## src/rtl/choice1_pfd_tdc_ckt.sv

```systemverilog
// Phase/frequency detector with time-to-digital readout: measures rise-to-rise and
// fall-to-fall spacing of two asynchronous signals in dco_clk cycles.
module choice1_pfd_tdc_ckt #(
   parameter int unsigned TIMEOUT = 255
) (
   input  logic       dco_clk,
   input  logic       reset,
   input  logic       enable_PFD_TDC,
   input  logic       select_PFD_input,
   input  logic       ref_clk,
   input  logic       gated_dco_clk,
   input  logic       external1,
   input  logic       external2,
   output logic       early,
   output logic       fine_done_pre,
   output logic [4:0] counter_rise,
   output logic [4:0] counter_fall,
   output logic [7:0] bs,
   output logic [8:0] vernier
);
   typedef enum logic [1:0] {IDLE = 2'd0, WAIT = 2'd1, DONE = 2'd2} state_t;

   typedef struct packed {
      state_t     st;
      logic       lead_a;
      logic       tmo;
      logic [7:0] cnt;
   } chan_t;

   localparam logic [7:0] TMO_CNT = 8'(TIMEOUT);

   // Shared next-state rule for the rise and fall channels; edges are already one-cycle strobes.
   function automatic chan_t chan_next(input chan_t c, input logic a_e, input logic b_e,
                                       input logic en);
      chan_t n;
      n = c;
      case (c.st)
         IDLE: begin
            if (a_e || b_e) begin
               n.st     = (a_e && b_e) ? DONE : WAIT;
               n.lead_a = a_e && !b_e;
               n.tmo    = 1'b0;
               n.cnt    = 8'd0;
            end
         end
         WAIT: begin
            if (c.cnt != 8'hFF) n.cnt = c.cnt + 8'd1;
            if (c.lead_a ? b_e : a_e) begin
               n.st = DONE;
            end else if (n.cnt >= TMO_CNT) begin
               n.st  = DONE;
               n.tmo = 1'b1;
            end
         end
         default: n.st = IDLE;
      endcase
      if (!en) n.st = IDLE;
      return n;
   endfunction

   function automatic logic [4:0] sat31(input logic [7:0] m);
      return (m > 8'd31) ? 5'd31 : m[4:0];
   endfunction

   logic [2:0] a_sync_q, a_sync_d, b_sync_q, b_sync_d;
   chan_t      rise_q, rise_d, fall_q, fall_d;
   logic       early_q, early_d, fine_done_pre_q, fine_done_pre_d;
   logic [4:0] counter_rise_q, counter_rise_d, counter_fall_q, counter_fall_d;
   logic [7:0] bs_q, bs_d;
   logic [8:0] vernier_q, vernier_d;
   logic       a_in, b_in, a_rise, b_rise, a_fall, b_fall;
   logic [7:0] rise_mag, fall_mag;

   always_comb begin
      a_in     = select_PFD_input ? external1 : ref_clk;
      b_in     = select_PFD_input ? external2 : gated_dco_clk;
      a_sync_d = {a_sync_q[1:0], a_in};
      b_sync_d = {b_sync_q[1:0], b_in};
      a_rise   = a_sync_q[1] & ~a_sync_q[2];
      b_rise   = b_sync_q[1] & ~b_sync_q[2];
      a_fall   = ~a_sync_q[1] & a_sync_q[2];
      b_fall   = ~b_sync_q[1] & b_sync_q[2];

      rise_d   = chan_next(rise_q, a_rise, b_rise, enable_PFD_TDC);
      fall_d   = chan_next(fall_q, a_fall, b_fall, enable_PFD_TDC);
      rise_mag = rise_q.tmo ? 8'hFF : rise_q.cnt;
      fall_mag = fall_q.tmo ? 8'hFF : fall_q.cnt;

      early_d         = early_q;
      fine_done_pre_d = 1'b0;
      counter_rise_d  = counter_rise_q;
      counter_fall_d  = counter_fall_q;
      bs_d            = bs_q;
      vernier_d       = vernier_q;

      // Results are captured only while enabled, so dropping enable in DONE discards them.
      if (enable_PFD_TDC && rise_q.st == DONE) begin
         early_d         = rise_q.lead_a;
         fine_done_pre_d = 1'b1;
         counter_rise_d  = sat31(rise_mag);
         bs_d            = {bs_q[6:0], rise_q.lead_a};
         vernier_d       = rise_q.lead_a ? {1'b0, rise_mag} : 9'd0 - {1'b0, rise_mag};
      end
      if (enable_PFD_TDC && fall_q.st == DONE) counter_fall_d = sat31(fall_mag);
   end

   always_ff @(posedge dco_clk) begin
      if (reset) begin
         a_sync_q        <= '0;
         b_sync_q        <= '0;
         rise_q          <= '0;
         fall_q          <= '0;
         early_q         <= 1'b0;
         fine_done_pre_q <= 1'b0;
         counter_rise_q  <= '0;
         counter_fall_q  <= '0;
         bs_q            <= '0;
         vernier_q       <= '0;
      end else begin
         a_sync_q        <= a_sync_d;
         b_sync_q        <= b_sync_d;
         rise_q          <= rise_d;
         fall_q          <= fall_d;
         early_q         <= early_d;
         fine_done_pre_q <= fine_done_pre_d;
         counter_rise_q  <= counter_rise_d;
         counter_fall_q  <= counter_fall_d;
         bs_q            <= bs_d;
         vernier_q       <= vernier_d;
      end
   end

   assign early         = early_q;
   assign fine_done_pre = fine_done_pre_q;
   assign counter_rise  = counter_rise_q;
   assign counter_fall  = counter_fall_q;
   assign bs            = bs_q;
   assign vernier       = vernier_q;
endmodule

```

## config.mk

```make
export PLATFORM = sky130hd
export DESIGN_NAME = choice1_pfd_tdc_ckt
export DESIGN_NICKNAME = d
export VERILOG_FILES = /design/src/rtl/choice1_pfd_tdc_ckt.sv
export SDC_FILE = /design/constraint.sdc
export NUM_CORES = 1
export LEC_CHECK = 0
export ABC_AREA = 1
export BUFFER_PORTS_ARGS = -buffer_cell sky130_fd_sc_hd__buf_2
export CORE_ASPECT_RATIO = 0.5
export CORE_MARGIN = 2
export CORE_UTILIZATION = 52
export DETAILED_ROUTE_END_ITERATION = 8
export GPL_TIMING_DRIVEN = 1
export PLACE_DENSITY_LB_ADDON = 0.25
export SLEW_MARGIN = 20
export SYNTH_ARGS = -nofsm -noshare
export SYNTH_HDL_FRONTEND = slang
export SYNTH_SLANG_ARGS = --single-unit
```

## constraint.sdc

```tcl
create_clock -name dco_clk -period 1.6 [get_ports dco_clk]
set_clock_uncertainty 0.15 [all_clocks]
set_input_delay 0.16 -clock dco_clk [delete_from_list [all_inputs] [get_ports dco_clk]]
set_output_delay 0.16 -clock dco_clk [all_outputs]
set_load 0.01 [all_outputs]
```

# After elaboration in Yosys (flattened, before gate mapping)
# Cells that the tools add are included.
# Widths: inputs -> output; s select.
# word_totals
reg_bits	59
inputBits	8
out_inout_bits	29
word_cells	99
# op_classes
n_addsub	3
order_cmp	4
n_eq_ne	14
n_mux	30
n_bitwise	9
n_reduce_logical	23
# op_table
op	count
$mux 8	6
$pmux 9 s2	2
$mux 12	2
$add 8x1->8 const B	2
$ge 8x8->1 const B	2
$gt 8x5->1 const B	2
$ne 8x8->1 const B	2
$mux 2	6
$ne 2x2->1 const B	6
$reduce_and 2->1	6
$mux 5	2
$mux 1	9
$mux 9	1
$sub 1x8->9 const A	1
$pmux 2 s2	2
$reduce_and 4->1	2
$logic_and 1x1->1	6
$ne 3x3->1 const B	2
$not 1->1	5
$and 1x1->1	4
$eq 2x1->1 const B	2
$eq 2x2->1 const B	2
$logic_not 2->1	2
$reduce_bool 2->1	2
other kinds (3)	5

# Depth between registers and ports, before layout
# Gate-level depths: netlist (run 1).
# logic_depth
ltp_word	7
mapped_depth	12
ltp_nobuf	12

# Least setup slack after synthesis (run 1)
# No wires, ideal clock.
# synth_path
path_type	register -> register
from	register a_sync_q[1]
to	register rise_q[5] (netlist name)
setup_time_ps	128
arrival_time_ps	1408
required_time_ps	1322
setup_slack_ps	-86
stages_incl_launch_ff	10
path_buffers	0
synth_period_minus_slack_ps	1686
path_cell_list	dfxtp_1 > inv_1 > nor2_1 > inv_1 > ha_1 > or2_2 > nand2_1 > inv_1 > a22oi_1 > nor2_1
# synth_between
elab_chain_len	4
# synth_lines
item	line	text
from (decl)	65	logic [2:0] a_sync_q, a_sync_d, b_sync_q, b_sync_d;
from (signal assigned)	120	a_sync_q <= a_sync_d;
$and 1x1->1	79	a_rise = a_sync_q[1] & ~a_sync_q[2];
$logic_or 1x1->1	39	if (a_e || b_e) begin
$ne 2x2->1 (no source line)	n/a	
$reduce_and 2->1 (no source line)	n/a	
to (signal assigned)	122	rise_q <= rise_d;
to (decl)	66	chan_t rise_q, rise_d, fall_q, fall_d;
# Every way passes these cells.
# A chain may end at the register's enable or synchronous reset.

# Worst setup path after layout (run 1)
# layout_path
from	register b_sync_q[1]
to	register rise_q[9] (netlist name)
# layout_between
elab_chain_len	3
elab_cells_between_ends	5
classes_between	bitwise: 1; reduce/logical: 4
# layout_lines
item	line	text
from (decl)	65	
from (signal assigned)	121	b_sync_q <= b_sync_d;
$and 1x1->1 (*)	80	b_rise = b_sync_q[1] & ~b_sync_q[2];
$logic_or 1x1->1 / $logic_not 1->1 (equally long branches)	39, 41	
$reduce_and 2->1 (no source line) / $logic_and 1x1->1 (equally long branches)	n/a	
# Every way passes the cells marked *; elsewhere a longest branch is shown, timed or not.

==> results of run 1 <==
-- cell usage in the layout, fill, tap and decap left out, drive strengths merged, types with 10 or more instances in the layout --
cell type / instances
clkbuf: 14
dfxtp: 58
nand3: 21
nand2: 91
o21ai: 40
inv: 53
buf: 81
a21oi: 35
nor2: 68
ha: 10
-- timing repair --
| action | CTS | global route |
|---|---|---|
| endpoints found under the setup margin | 17 | 19 |
| resized for setup | 16 | 71 |
| cloned | 0 | 0 |
| hold buffers | 7 | 0 |
| setup buffers | 1 | 3 |
| pin swaps | 5 | 28 |
| hold endpoints to repair | 6 | 0 |
-- flip-flops by register name, indices dropped and copies added (netlist names) --
name,flops
bs,8
a_sync_q,3
fall_q,12
vernier,9
fine_done_pre,1
counter_rise,5
counter_fall,5
rise_q,12
b_sync_q,3
-- cell families (layout without fill, tap and decap cells) --
| family | after synthesis | after routing | share of synthesized area (%) |
|---|---|---|---|
| xor gates and xnor gates | 6 | 6 | 1.79 |
| adders and majority gates | 10 | 10 | 4.25 |
| DFF | 58 | 58 | 39.5 |
| AOI/OAI and AO/OA | 87 | 87 | 16.3 |
| buffers and inverters | 69 | 157 | 9.10 |
| and+or+nand+nor | 191 | 191 | 29.1 |
-- critical path, cell delays in order (launching register included) --
cell     delay, ns
dfxtp_2       0.34
inv_2         0.05
nor2_4        0.11
inv_2         0.06
ha_4          0.15
or2_4         0.27
nor2_4        0.13
inv_2         0.06
o21ai_2       0.13
a21oi_1       0.06
-- per-layer routing --
layer,track usage [%],vias to the layer above,wire length (um)
li1,-,1521,-
met1,31.5,1380,3370
met2,39.5,63,3790
met3,9.60,10,383
met4,4.29,0,51
met5,0,-,0
-- path summary, 6_finish.rpt --
kind	slack, ns	start	depth (start not counted)	to
min reg2reg	0.28	a_sync_q[0]$_SDFF_PP0_	2	a_sync_q[1]$_SDFF_PP0_
max reg2reg	-0.04	b_sync_q[1]$_SDFF_PP0_	9	rise_q[9]$_SDFFE_PP0P_
max	-0.04	b_sync_q[1]$_SDFF_PP0_	9	rise_q[9]$_SDFFE_PP0P_
min	0.05	reset	4	fall_q[11]$_SDFFE_PP0P_
-- power by group through the flow --
| stage | Clock (mW) | Combinational [mW] | Sequential (mW) |
|---|---|---|---|
| floorplan | 0 | 0.0886 | 1.50 |
| CTS | 1.83 | 0.177 | 1.48 |
| detailed placement | 0 | 0.154 | 1.50 |
| global placement | 0 | 0.152 | 1.50 |
| finish | 1.79 | 0.212 | 1.48 |
| global route | 1.91 | 0.232 | 1.48 |
-- final cells by class --
type	count	share of cell area, %
multi-input cells	294	42.5
flip-flops and latches	58	28.7
repair buffers	88	14.7
clock buffers	14	6.63
inverters	53	5.00
well taps	73	2.21
clock inverters	2	0.242
-- metrics by stage --
step / setup slack (ns) / setup TNS [ns]
floorplan: -0.0377 / -0.0696
global placement: -0.0606 / -0.163
detailed placement: -0.106 / -0.427
CTS: -0.0643 / -0.0688
global route: -0.168 / -0.897
finish: -0.0378 / -0.0683
==> impl_results.html, run 1 <==
<table>
<tr><th>Metric</th><th>Value</th></tr>
<tr><th colspan="2">Outcome</th></tr>
<tr><td>Run status</td><td>finished, violations left</td></tr>
<tr><td>Violated checks</td><td>negative setup slack</td></tr>
<tr><th colspan="2">Clock tree</th></tr>
<tr><td>Sinks on the clock net</td><td>58</td></tr>
<tr><td>Clock network latency to the later pin of the worst-skew pair</td><td>between 0.3 and 0.4 ns</td></tr>
<tr><td>Longest Clk Path Bufs</td><td>2</td></tr>
<tr><td>Number of buffers created by CTS</td><td>9</td></tr>
<tr><td>Clk Tree Root Cell</td><td>clkbuf_16</td></tr>
<tr><td>Deepest level of the CTS H-tree</td><td>3</td></tr>
<tr><td>TritonCTS clock tree</td><td>yes</td></tr>
<tr><td>Clock-pin transition on the worst setup and hold timing paths</td><td>around 0.050 ns</td></tr>
<tr><th colspan="2">Final layout</th></tr>
<tr><td>Area used by multi-input combinational logic</td><td>between 1500 and 2000 sq um</td></tr>
<tr><td>FF+latch area</td><td>approximately 1200 sq um</td></tr>
<tr><td>N_diodes</td><td>0</td></tr>
<tr><td>Count of filler cells inserted in the layout</td><td>~380</td></tr>
<tr><td>Post-Layout Cell Count</td><td>582</td></tr>
<tr><td>Utilization of the core after routing</td><td>between 70% and 80%</td></tr>
<tr><td>Total Nets Final</td><td>522</td></tr>
<tr><td>Fraction of final layout cells with drive strength greater than 1</td><td>a little under two fifths</td></tr>
<tr><td>Layout Cell Area excl Fill</td><td>~4100 sq um</td></tr>
<tr><td>Area delta synth-&gt;final</td><td>40.3%</td></tr>
<tr><th colspan="2">Yosys</th></tr>
<tr><td>Register bit count reported by yosys</td><td>58</td></tr>
<tr><td>Leading post-synthesis cells by instance count</td><td>nand2_1 (85), nor2_1 (60), dfxtp_1 (58)</td></tr>
<tr><td>Ranking of synthesized cells by area</td><td>dfxtp_1 (39%), nand2_1 (11%), nor2_1 (7.7%), inv_1 (6.5%), o21ai_0 (6.5%)</td></tr>
<tr><td>Net Count, Synth</td><td>about 440</td></tr>
<tr><td>Sequential cell area fraction in the yosys report</td><td>roughly two fifths</td></tr>
<tr><td>Most frequently used cell type in the post-synthesis netlist</td><td>nand2_1</td></tr>
<tr><td>Proportion of synthesized flip-flops having asynchronous set or reset</td><td>0%</td></tr>
<tr><td>Most common flop cell mapped by yosys</td><td>dfxtp_1</td></tr>
<tr><td>Number of synthesized flops with an enable pin</td><td>0</td></tr>
<tr><td>Largest area contributor in the netlist</td><td>dfxtp_1</td></tr>
<tr><td>Number of standard cells after synthesis</td><td>approximately 420</td></tr>
<tr><td>Count of different cell masters after synthesis</td><td>33</td></tr>
<tr><td>Area share of the largest cell type after synthesis</td><td>a little under 40%</td></tr>
<tr><td>Total standard cell area after synthesis</td><td>slightly below 3000 sq um</td></tr>
<tr><td>Warnings, synthesis</td><td>0</td></tr>
<tr><td>Per-instance average area after synthesis</td><td>about 7 sq um</td></tr>
<tr><th colspan="2">STA</th></tr>
<tr><td>Final WS setup</td><td>-0.0378 ns</td></tr>
<tr><td>Final setup violation count</td><td>4</td></tr>
<tr><td>Hold Worst Slack</td><td>around 0.053 ns</td></tr>
<tr><td>RSZ-0062 raised after global routing</td><td>true</td></tr>
<tr><td>Max Clock Freq</td><td>roughly 610 MHz</td></tr>
<tr><td>Fin crit period</td><td>about 1.6 ns</td></tr>
<tr><td>Final worst-path cycle share</td><td>102%</td></tr>
<tr><td>Max-slew violations</td><td>0</td></tr>
<tr><td>Transition time of the tightest slew-check pin</td><td>0.393 ns</td></tr>
<tr><td>Worst relative slew slack</td><td>73.8%</td></tr>
<tr><td>Final Hold Viols</td><td>0</td></tr>
<tr><th colspan="2">Setup path</th></tr>
<tr><td>Endpoint arrival time on the critical path</td><td>~1.7 ns</td></tr>
<tr><td>CP max FO</td><td>3</td></tr>
<tr><td>Req. time, crit path</td><td>about 1.7 ns</td></tr>
<tr><td>Crit end category</td><td>flop</td></tr>
<tr><td>Element type at the critical path start</td><td>flop</td></tr>
<tr><td>Critical setup path kind</td><td>reg -&gt; reg</td></tr>
<tr><th colspan="2">Detailed routing</th></tr>
<tr><td>Detailed Route Iter0 Violations</td><td>approximately 180</td></tr>
<tr><td>Via count</td><td>approximately 3000</td></tr>
<tr><td>Antenna-violating nets left</td><td>0</td></tr>
<tr><td>WL final</td><td>about 7600 um</td></tr>
<tr><td>Drt drc</td><td>0</td></tr>
<tr><td>Length of the first detailed-routing pass in iterations</td><td>5</td></tr>
<tr><td>Average wire per standard cell</td><td>about 13 um</td></tr>
<tr><td>Vias per Instance</td><td>approximately 5</td></tr>
<tr><th colspan="2">Place</th></tr>
<tr><td>Number of input and output port buffers inserted</td><td>36</td></tr>
<tr><td>Placer Congestion</td><td>roughly 0.86</td></tr>
<tr><td>DP HPWL</td><td>4700 um</td></tr>
<tr><td>Cells after DPL</td><td>roughly 560</td></tr>
<tr><td>Total cell area at the placement stage</td><td>between 3000 and 4000 sq um</td></tr>
<tr><th colspan="2">Die</th></tr>
<tr><td>Boundary Pins</td><td>37</td></tr>
<tr><td>Die Area</td><td>around 6300 sq um</td></tr>
<tr><td>Die Y-Extent</td><td>about 57 um</td></tr>
<tr><td>Standard cell core area</td><td>5470 sq um</td></tr>
<tr><td>Initial Util</td><td>53.8%</td></tr>
<tr><td>Horiz. Die Dim</td><td>between 100 and 150 um</td></tr>
<tr><td>Std cell rows</td><td>19</td></tr>
<tr><th colspan="2">Global route</th></tr>
<tr><td>Overflow after GRT</td><td>0</td></tr>
<tr><td>GRT Overall Usage</td><td>24.4%</td></tr>
<tr><td>Vias in the first global route</td><td>2609</td></tr>
<tr><td>Wire length of the first global-routing pass</td><td>about 12000 um</td></tr>
<tr><td>Maximum number of pins on one net before global-route repair</td><td>26</td></tr>
<tr><td>Number of antenna violations at the first check in global routing</td><td>0</td></tr>
<tr><th colspan="2">Power</th></tr>
<tr><td>Leakage</td><td>between 1.5 and 2 nW</td></tr>
<tr><td>Combinational Power Share</td><td>under 10%</td></tr>
<tr><td>Clock power share</td><td>51.5%</td></tr>
<tr><td>Pwr Density</td><td>between 800 and 900 nW/um^2</td></tr>
<tr><td>Switching portion of total power</td><td>22.0%</td></tr>
<tr><td>Net load switching power</td><td>between 0.7 and 0.8 mW</td></tr>
<tr><td>Fraction of power consumed by sequential logic</td><td>a little over two fifths</td></tr>
<tr><td>Worst vdd ir</td><td>roughly 0.001 V</td></tr>
<tr><td>Power Internal</td><td>about 2.7 mW</td></tr>
<tr><td>Overall power of the completed layout</td><td>approximately 3.5 mW</td></tr>
<tr><th colspan="2">Run</th></tr>
<tr><td>Max-cap viol count</td><td>0</td></tr>
<tr><th colspan="2">Min path</th></tr>
<tr><td>Path category of the worst min-delay check</td><td>in -&gt; reg</td></tr>
</table>
No activity file was read; power rests on OpenSTA's default activity.
==> run 2: changes to the inputs <==
--- a/config.mk
+++ b/config.mk
@@ -9,9 +9,10 @@
 export BUFFER_PORTS_ARGS = -buffer_cell sky130_fd_sc_hd__buf_2
 export CORE_ASPECT_RATIO = 0.5
 export CORE_MARGIN = 2
-export CORE_UTILIZATION = 52
+export CORE_UTILIZATION = 51
 export DETAILED_ROUTE_END_ITERATION = 8
 export GPL_TIMING_DRIVEN = 1
+export HOLD_SLACK_MARGIN = 0.02
 export PLACE_DENSITY_LB_ADDON = 0.25
 export SLEW_MARGIN = 20
 export SYNTH_ARGS = -nofsm -noshare
==> impl_results.html, run 2 (synthesis results as in run 1) <==
<table>
<tr><th>Metric</th><th>Value</th></tr>
<tr><th colspan="2">Outcome</th></tr>
<tr><td>Run status</td><td>finished, violations left</td></tr>
<tr><td>Violated checks</td><td>negative setup slack</td></tr>
<tr><th colspan="2">Setup path</th></tr>
<tr><td>Crit end category</td><td>flop</td></tr>
<tr><td>Req. time, crit path</td><td>1.67 ns (about the same)</td></tr>
<tr><td>Chain of cells forming the critical path</td><td>ha_4, nand2_4, nor2_8, nand3_4, o21ai_4, nand2_2, nor2_4, nand3_2, nand2_2, a21oi_2</td></tr>
<tr><td>CP max FO</td><td>6 (+3)</td></tr>
<tr><td>Standard cell with the maximum stage delay on the critical path</td><td>dfxtp_4</td></tr>
<tr><td>Number of cells on the worst reg-to-reg path</td><td>10 (+1)</td></tr>
<tr><td>Beginning of the worst register-to-register path</td><td>rise_q[0]$_SDFFE_PP0P_</td></tr>
<tr><td>Register-to-register setup slack</td><td>-0.05 ns (-0.02 ns)</td></tr>
<tr><td>Critical setup path kind</td><td>reg -&gt; reg</td></tr>
<tr><td>Reg-to-reg endpoint</td><td>rise_q[10]$_SDFFE_PP0P_</td></tr>
<tr><td>Crit path buf inv count</td><td>0 (-3)</td></tr>
<tr><td>Crit path top cell by count</td><td>nand2_2</td></tr>
<tr><td>CP max stage delay</td><td>0.36 ns (+0.02 ns)</td></tr>
<tr><td>Endpoint arrival time on the critical path</td><td>1.72 ns (+0.02 ns)</td></tr>
<tr><td>Element type at the critical path start</td><td>flop</td></tr>
<tr><td>Crit-path leading delay family</td><td>simple AND/OR/NAND/NOR gates</td></tr>
<tr><th colspan="2">STA</th></tr>
<tr><td>Final setup violation count</td><td>5 (+1)</td></tr>
<tr><td>Max Clock Freq</td><td>605 MHz (-0.95%)</td></tr>
<tr><td>Transition time of the tightest slew-check pin</td><td>0.369 ns (-0.0234 ns)</td></tr>
<tr><td>Fin crit period</td><td>1.65 ns (+0.0158 ns)</td></tr>
<tr><td>Final worst-path cycle share</td><td>103% (+0.99 points)</td></tr>
<tr><td>Hold Worst Slack</td><td>0.146 ns (+0.0926 ns)</td></tr>
<tr><td>Final WS setup</td><td>-0.0536 ns (-0.0158 ns)</td></tr>
<tr><td>Final Hold Viols</td><td>0 (unchanged)</td></tr>
<tr><td>Max-slew violations</td><td>0 (unchanged)</td></tr>
<tr><td>RSZ-0062 raised after global routing</td><td>true</td></tr>
<tr><td>Worst relative slew slack</td><td>75.1% (+1.3 points)</td></tr>
<tr><th colspan="2">Detailed routing</th></tr>
<tr><td>Average wire per standard cell</td><td>13.5 um (+3.1%)</td></tr>
<tr><td>Drt drc</td><td>0 (unchanged)</td></tr>
<tr><td>Length of the first detailed-routing pass in iterations</td><td>4 (-1)</td></tr>
<tr><td>Detailed Route Iter0 Violations</td><td>204 (+12%)</td></tr>
<tr><td>WL final</td><td>7900 um (+4.0%)</td></tr>
<tr><td>Via count</td><td>3023 (+1.6%)</td></tr>
<tr><td>Antenna-violating nets left</td><td>0 (unchanged)</td></tr>
<tr><td>Vias per Instance</td><td>5.15 (+0.78%)</td></tr>
<tr><th colspan="2">Power</th></tr>
<tr><td>Worst vdd ir</td><td>0.000840 V (-16%)</td></tr>
<tr><td>Pwr Density</td><td>877 nW/um^2 (+4.0%)</td></tr>
<tr><td>Leakage</td><td>1.93 nW (+1.9%)</td></tr>
<tr><td>Overall power of the completed layout</td><td>3.68 mW (+5.6%)</td></tr>
<tr><th colspan="2">Final layout</th></tr>
<tr><td>N_diodes</td><td>0 (unchanged)</td></tr>
<tr><td>Most frequent standard cell in the layout excluding fill and tap cells</td><td>nand2_1</td></tr>
<tr><td>Highest-count cells in the layout ignoring fill and taps</td><td>nand2_1 (77), nor2_1 (50), buf_4 (46), dfxtp_1 (45), inv_1 (43)</td></tr>
<tr><td>Count of filler cells inserted in the layout</td><td>379 (+1.1%)</td></tr>
<tr><td>Fraction of final layout cells with drive strength greater than 1</td><td>34.8% (-2.3 points)</td></tr>
<tr><td>Area delta synth-&gt;final</td><td>42.6%</td></tr>
<tr><td>Total Nets Final</td><td>527 (+0.96%)</td></tr>
<tr><th colspan="2">Place</th></tr>
<tr><td>Number of input and output port buffers inserted</td><td>36 (unchanged)</td></tr>
<tr><td>Placer Congestion</td><td>0.910 (+6.0%)</td></tr>
<tr><td>DP HPWL</td><td>4780 um (+1.9%)</td></tr>
<tr><th colspan="2">Clock tree</th></tr>
<tr><td>Clock-pin transition on the worst setup and hold timing paths</td><td>0.05 ns (about the same)</td></tr>
<tr><td>Number of buffers created by CTS</td><td>9 (unchanged)</td></tr>
<tr><td>Clk Tree Root Cell</td><td>clkbuf_16</td></tr>
<tr><td>Clock network latency to the later pin of the worst-skew pair</td><td>0.33 ns (about the same)</td></tr>
<tr><td>Deepest level of the CTS H-tree</td><td>3 (unchanged)</td></tr>
<tr><td>TritonCTS clock tree</td><td>yes</td></tr>
<tr><td>Sinks on the clock net</td><td>58 (unchanged)</td></tr>
<tr><td>Longest Clk Path Bufs</td><td>2 (unchanged)</td></tr>
<tr><th colspan="2">Die</th></tr>
<tr><td>Initial Util</td><td>53.4% (-0.46 points)</td></tr>
<tr><td>Die Y-Extent</td><td>57.7 um (+0.91%)</td></tr>
<tr><td>Standard cell core area</td><td>5520 sq um (+0.87%)</td></tr>
<tr><td>Horiz. Die Dim</td><td>111 um (+0.94%)</td></tr>
<tr><td>Boundary Pins</td><td>37 (unchanged)</td></tr>
<tr><td>Die Area</td><td>6430 sq um (+1.9%)</td></tr>
<tr><td>Std cell rows</td><td>19 (unchanged)</td></tr>
<tr><th colspan="2">Min path</th></tr>
<tr><td>WHS Path Cells</td><td>5 (+1)</td></tr>
<tr><td>Worst hold start</td><td>enable_PFD_TDC</td></tr>
<tr><td>Path category of the worst min-delay check</td><td>in -&gt; reg</td></tr>
<tr><td>Worst-case hold path end point</td><td>rise_q[11]$_SDFFE_PP0P_</td></tr>
<tr><th colspan="2">Global route</th></tr>
<tr><td>Number of antenna violations at the first check in global routing</td><td>0 (unchanged)</td></tr>
<tr><td>Overflow after GRT</td><td>0 (unchanged)</td></tr>
<tr><td>GRT Overall Usage</td><td>24.3% (-0.075 points)</td></tr>
<tr><td>Vias in the first global route</td><td>2723 (+4.4%)</td></tr>
<tr><td>Maximum number of pins on one net before global-route repair</td><td>33 (+27%)</td></tr>
<tr><td>Wire length of the first global-routing pass</td><td>12300 um (+4.5%)</td></tr>
<tr><th colspan="2">Run</th></tr>
<tr><td>Max-cap viol count</td><td>0 (unchanged)</td></tr>
</table>
run 2: stage by stage:
stage	setup WS, ns	utilization [%]	TNS [ns]	cell area, sq um	instances
after global placement	-0.0549	63.8	-0.311	3520	558
final	-0.0536	76.1	-0.169	4200	587
after CTS	-0.0429	72.1	-0.0794	3980	584
after global routing	-0.158	76.1	-1.03	4200	587
after detailed placement	-0.116	63.8	-0.898	3520	558
after floorplan	-0.0377	-	-0.0696	2960	421
run 2: worst min-delay path, stage by stage:
cell and delay (ns):
buf_2 0.11, inv_1 0.10, nor2_1 0.09, nand2_1 0.07, a21oi_1 0.04
run 2: layout make-up:
cell class / instances / area (sq um) / area share, %
clock buffer: 15 / 288 / 6.86
clock inverter: 1 / 30.0 / 0.716
inverter: 53 / 206 / 4.92
multi-input combinational: 294 / 1740 / 41.5
sequential: 58 / 1180 / 28.1
tap: 73 / 91.3 / 2.18
timing repair buffer: 93 / 657 / 15.7
run 2: timing repair:
action                                 CTS  global route
hold buffers                             8             0
resized for setup                       14            60
pin swaps                                5            19
endpoints found under the hold margin    9             0
cloned                                   0             0
setup endpoints to repair               23            32
setup buffers                            2             3
run 2: report_power, final:
part	switching (mW)	internal, mW	total (mW)
Clock	0.618	1.37	1.99
Sequential	0.0146	1.46	1.48
Combinational	0.120	0.0884	0.208
Total	0.752	2.93	3.68
run 2: worst max-delay path by stage:
stage | cells after the start | from | end
after detailed placement | 9 | a_sync_q[1]$_SDFF_PP0_ | rise_q[9]$_SDFFE_PP0P_
after global routing | 6 | rise_q[10]$_SDFFE_PP0P_ | rise_q[8]$_SDFFE_PP0P_
after floorplan | 9 | a_sync_q[1]$_SDFF_PP0_ | rise_q[5]$_SDFFE_PP0P_
after CTS | 8 | rise_q[1]$_SDFFE_PP0P_ | vernier[6]$_SDFFE_PP0P_
after global placement | 9 | b_sync_q[2]$_SDFF_PP0_ | fall_q[8]$_SDFFE_PP0P_
final | 10 | rise_q[0]$_SDFFE_PP0P_ | rise_q[10]$_SDFFE_PP0P_
run 2: per-layer routing:
metal | vias to the layer above | track usage, % | routed length (um)
li1 | 1532 | - | -
met1 | 1424 | 29.1 | 3470
met2 | 60 | 42.0 | 4030
met3 | 7 | 9.00 | 336
met4 | 0 | 7.05 | 58
met5 | - | 0 | 0
==> run 3: changes to the inputs <==
==> constraint.sdc (replaced) <==
create_clock -name dco_clk -period 2.1 [get_ports dco_clk]
set_clock_uncertainty 0.15 [all_clocks]
set_input_delay 0.21 -clock dco_clk [delete_from_list [all_inputs] [get_ports dco_clk]]
set_output_delay 0.21 -clock dco_clk [all_outputs]
set_load 0.01 [all_outputs]
==> impl_results.html, run 3 (synthesis results as in run 1) <==
<table>
<tr><th>Metric</th><th>Value</th></tr>
<tr><th colspan="2">Global route</th></tr>
<tr><td>Overflow after GRT</td><td>0 (unchanged)</td></tr>
<tr><td>Grt met3 use</td><td>7.53% (-1.5 points)</td></tr>
<tr><td>Number of antenna violations at the first check in global routing</td><td>0 (unchanged)</td></tr>
<tr><td>M2 GR Usage</td><td>36.6% (-5.4 points)</td></tr>
<tr><td>Most utilized layer in the global route result</td><td>met2</td></tr>
<tr><td>GRT Overall Usage</td><td>21.7% (-2.6 points)</td></tr>
<tr><td>Met1 track demand over resource in global routing</td><td>27.0% (-2.1 points)</td></tr>
<tr><td>Maximum number of pins on one net before global-route repair</td><td>31 (-6.1%)</td></tr>
<tr><td>Vias in the first global route</td><td>2476 (-9.1%)</td></tr>
<tr><td>Wire length of the first global-routing pass</td><td>11100 um (-9.7%)</td></tr>
<tr><th colspan="2">Detailed routing</th></tr>
<tr><td>Via count</td><td>2709 (-10%)</td></tr>
<tr><td>WL final</td><td>6360 um (-20%)</td></tr>
<tr><td>Average wire per standard cell</td><td>11.7 um (-13%)</td></tr>
<tr><td>Vias per Instance</td><td>5.00 (-2.9%)</td></tr>
<tr><td>Length of the first detailed-routing pass in iterations</td><td>4 (unchanged)</td></tr>
<tr><td>Detailed Route Iter0 Violations</td><td>135 (-34%)</td></tr>
<tr><td>Drt drc</td><td>0 (unchanged)</td></tr>
<tr><td>Antenna-violating nets left</td><td>0 (unchanged)</td></tr>
<tr><th colspan="2">STA</th></tr>
<tr><td>Max Clock Freq</td><td>534 MHz (-12%)</td></tr>
<tr><td>Worst relative slew slack</td><td>59.6% (-15 points)</td></tr>
<tr><td>Final WS setup</td><td>0.228 ns (+0.282 ns)</td></tr>
<tr><td>Setup TNS after final layout</td><td>0 ns (+0.169 ns)</td></tr>
<tr><td>Final Hold Viols</td><td>0 (unchanged)</td></tr>
<tr><td>Final setup violation count</td><td>0 (-5)</td></tr>
<tr><td>Fin crit period</td><td>1.87 ns (+0.218 ns)</td></tr>
<tr><td>Final worst-path cycle share</td><td>89.1% (-14 points)</td></tr>
<tr><td>Transition time of the tightest slew-check pin</td><td>0.603 ns (+0.234 ns)</td></tr>
<tr><td>Max-slew violations</td><td>0 (unchanged)</td></tr>
<tr><td>RSZ-0062 raised after global routing</td><td>false</td></tr>
<tr><th colspan="2">Place</th></tr>
<tr><td>Setup slack after placement</td><td>0.236 ns (+0.353 ns)</td></tr>
<tr><td>Placer Congestion</td><td>0.891 (-2.1%)</td></tr>
<tr><td>Cells after DPL</td><td>523 (-6.3%)</td></tr>
<tr><td>DP HPWL</td><td>4430 um (-7.3%)</td></tr>
<tr><td>Number of input and output port buffers inserted</td><td>36 (unchanged)</td></tr>
<tr><th colspan="2">Final layout</th></tr>
<tr><td>Count of filler cells inserted in the layout</td><td>501 (+32%)</td></tr>
<tr><td>Fraction of final layout cells with drive strength greater than 1</td><td>17.7% (-17 points)</td></tr>
<tr><td>Post-Layout Cell Count</td><td>542 (-7.7%)</td></tr>
<tr><td>Most frequent standard cell in the layout excluding fill and tap cells</td><td>nand2_1</td></tr>
<tr><td>Area delta synth-&gt;final</td><td>19.2%</td></tr>
<tr><td>Highest-count cells in the layout ignoring fill and taps</td><td>nand2_1 (85), nor2_1 (60), dfxtp_1 (58), inv_1 (51), o21ai_0 (38)</td></tr>
<tr><td>Area used by multi-input combinational logic</td><td>1510 sq um (-13%)</td></tr>
<tr><td>N_diodes</td><td>0 (unchanged)</td></tr>
<tr><td>FF+latch area</td><td>1160 sq um (-1.6%)</td></tr>
<tr><td>Total Nets Final</td><td>482 (-8.5%)</td></tr>
<tr><th colspan="2">Power</th></tr>
<tr><td>Pwr Density</td><td>720 nW/um^2 (-18%)</td></tr>
<tr><td>Overall power of the completed layout</td><td>2.52 mW (-31%)</td></tr>
<tr><td>Worst vdd ir</td><td>0.000627 V (-25%)</td></tr>
<tr><td>Leakage</td><td>1.66 nW (-14%)</td></tr>
<tr><th colspan="2">Die</th></tr>
<tr><td>Horiz. Die Dim</td><td>111 um (unchanged)</td></tr>
<tr><td>Standard cell core area</td><td>5520 sq um (unchanged)</td></tr>
<tr><td>Die Y-Extent</td><td>57.7 um (unchanged)</td></tr>
<tr><td>Std cell rows</td><td>19 (unchanged)</td></tr>
<tr><td>Boundary Pins</td><td>37 (unchanged)</td></tr>
<tr><td>Die Area</td><td>6430 sq um (unchanged)</td></tr>
<tr><td>Initial Util</td><td>53.4% (unchanged)</td></tr>
<tr><th colspan="2">Clock tree</th></tr>
<tr><td>Clk Tree Root Cell</td><td>clkbuf_16</td></tr>
<tr><td>Buffers inserted during post-CTS setup optimization</td><td>0 (-2)</td></tr>
<tr><td>TritonCTS clock tree</td><td>yes</td></tr>
<tr><td>Clock-pin transition on the worst setup and hold timing paths</td><td>0.05 ns (about the same)</td></tr>
<tr><td>Longest Clk Path Bufs</td><td>2 (unchanged)</td></tr>
<tr><td>Hold-fix buffers, CTS</td><td>3 (-5)</td></tr>
<tr><td>Deepest level of the CTS H-tree</td><td>3 (unchanged)</td></tr>
<tr><td>Clock network latency to the later pin of the worst-skew pair</td><td>0.33 ns (about the same)</td></tr>
<tr><td>Post-cts resize count</td><td>0 (-14)</td></tr>
<tr><td>Number of buffers created by CTS</td><td>9 (unchanged)</td></tr>
<tr><td>Sinks on the clock net</td><td>58 (unchanged)</td></tr>
<tr><th colspan="2">Run</th></tr>
<tr><td>Max-cap viol count</td><td>0 (unchanged)</td></tr>
<tr><th colspan="2">Setup path</th></tr>
<tr><td>CP max FO</td><td>6 (unchanged)</td></tr>
<tr><td>Critical setup path kind</td><td>reg -&gt; reg</td></tr>
<tr><td>Element type at the critical path start</td><td>flop</td></tr>
<tr><td>Crit end category</td><td>flop</td></tr>
<tr><td>Endpoint arrival time on the critical path</td><td>1.94 ns (+0.22 ns)</td></tr>
<tr><td>Req. time, crit path</td><td>2.17 ns (+0.50 ns)</td></tr>
<tr><th colspan="2">Min path</th></tr>
<tr><td>Path category of the worst min-delay check</td><td>in -&gt; reg</td></tr>
<tr><th colspan="2">Outcome</th></tr>
<tr><td>Run status</td><td>finished clean</td></tr>
</table>
run 3: layout make-up:
type / instances / area share, %
inverter: 53 / 5.67
timing repair buffer: 48 / 7.92
multi-input combinational: 294 / 43.2
tap: 73 / 2.60
sequential: 58 / 33.1
clock buffer: 13 / 7.13
clock inverter: 3 / 0.428
run 3: routing by layer:
metal  routed length [um]  up-vias
met5                    0        -
met4                   95        0
met3                  302       12
met2                 2860       50
met1                 3100     1210
li1                     -     1437
run 3: metrics by stage:
stage / utilization (%) / cell area (sq um) / hold WS [ns]
5_1_grt: 63.6 / 3510 / 0.0732
2_1_floorplan: - / 2940 / 0.195
4_1_cts: 63.6 / 3510 / 0.0243
6_report: 63.6 / 3510 / 0.0349
3_5_place_dp: 58.3 / 3210 / 0.245
3_3_place_gp: 58.3 / 3210 / 0.240
run 3: worst max-delay path: stages (launching register included):
cell	delay (ns)
dfxtp_1	0.43
ha_1	0.27
nand2_4	0.09
nor2_8	0.14
nand4_1	0.12
nand2_1	0.12
nand2_1	0.07
nor2_2	0.12
nand3_1	0.11
nand2_1	0.09
a21oi_2	0.05
run 3: power by group:
group,internal [mW],total (mW),switching (mW)
Clock,0.822,1.29,0.472
Combinational,0.0360,0.104,0.0681
Sequential,1.12,1.13,0.0101
Total,1.97,2.52,0.551
run 3: final timing paths:
kind | start | endpoint | slack, ns | depth (start not counted)
setup reg to reg | rise_q[1]$_SDFFE_PP0P_ | rise_q[10]$_SDFFE_PP0P_ | 0.23 | 10
hold reg to reg | a_sync_q[0]$_SDFF_PP0_ | a_sync_q[1]$_SDFF_PP0_ | 0.25 | 2
setup / recovery | rise_q[1]$_SDFFE_PP0P_ | rise_q[10]$_SDFFE_PP0P_ | 0.23 | 10
hold / removal | ref_clk | a_sync_q[0]$_SDFF_PP0_ | 0.03 | 3
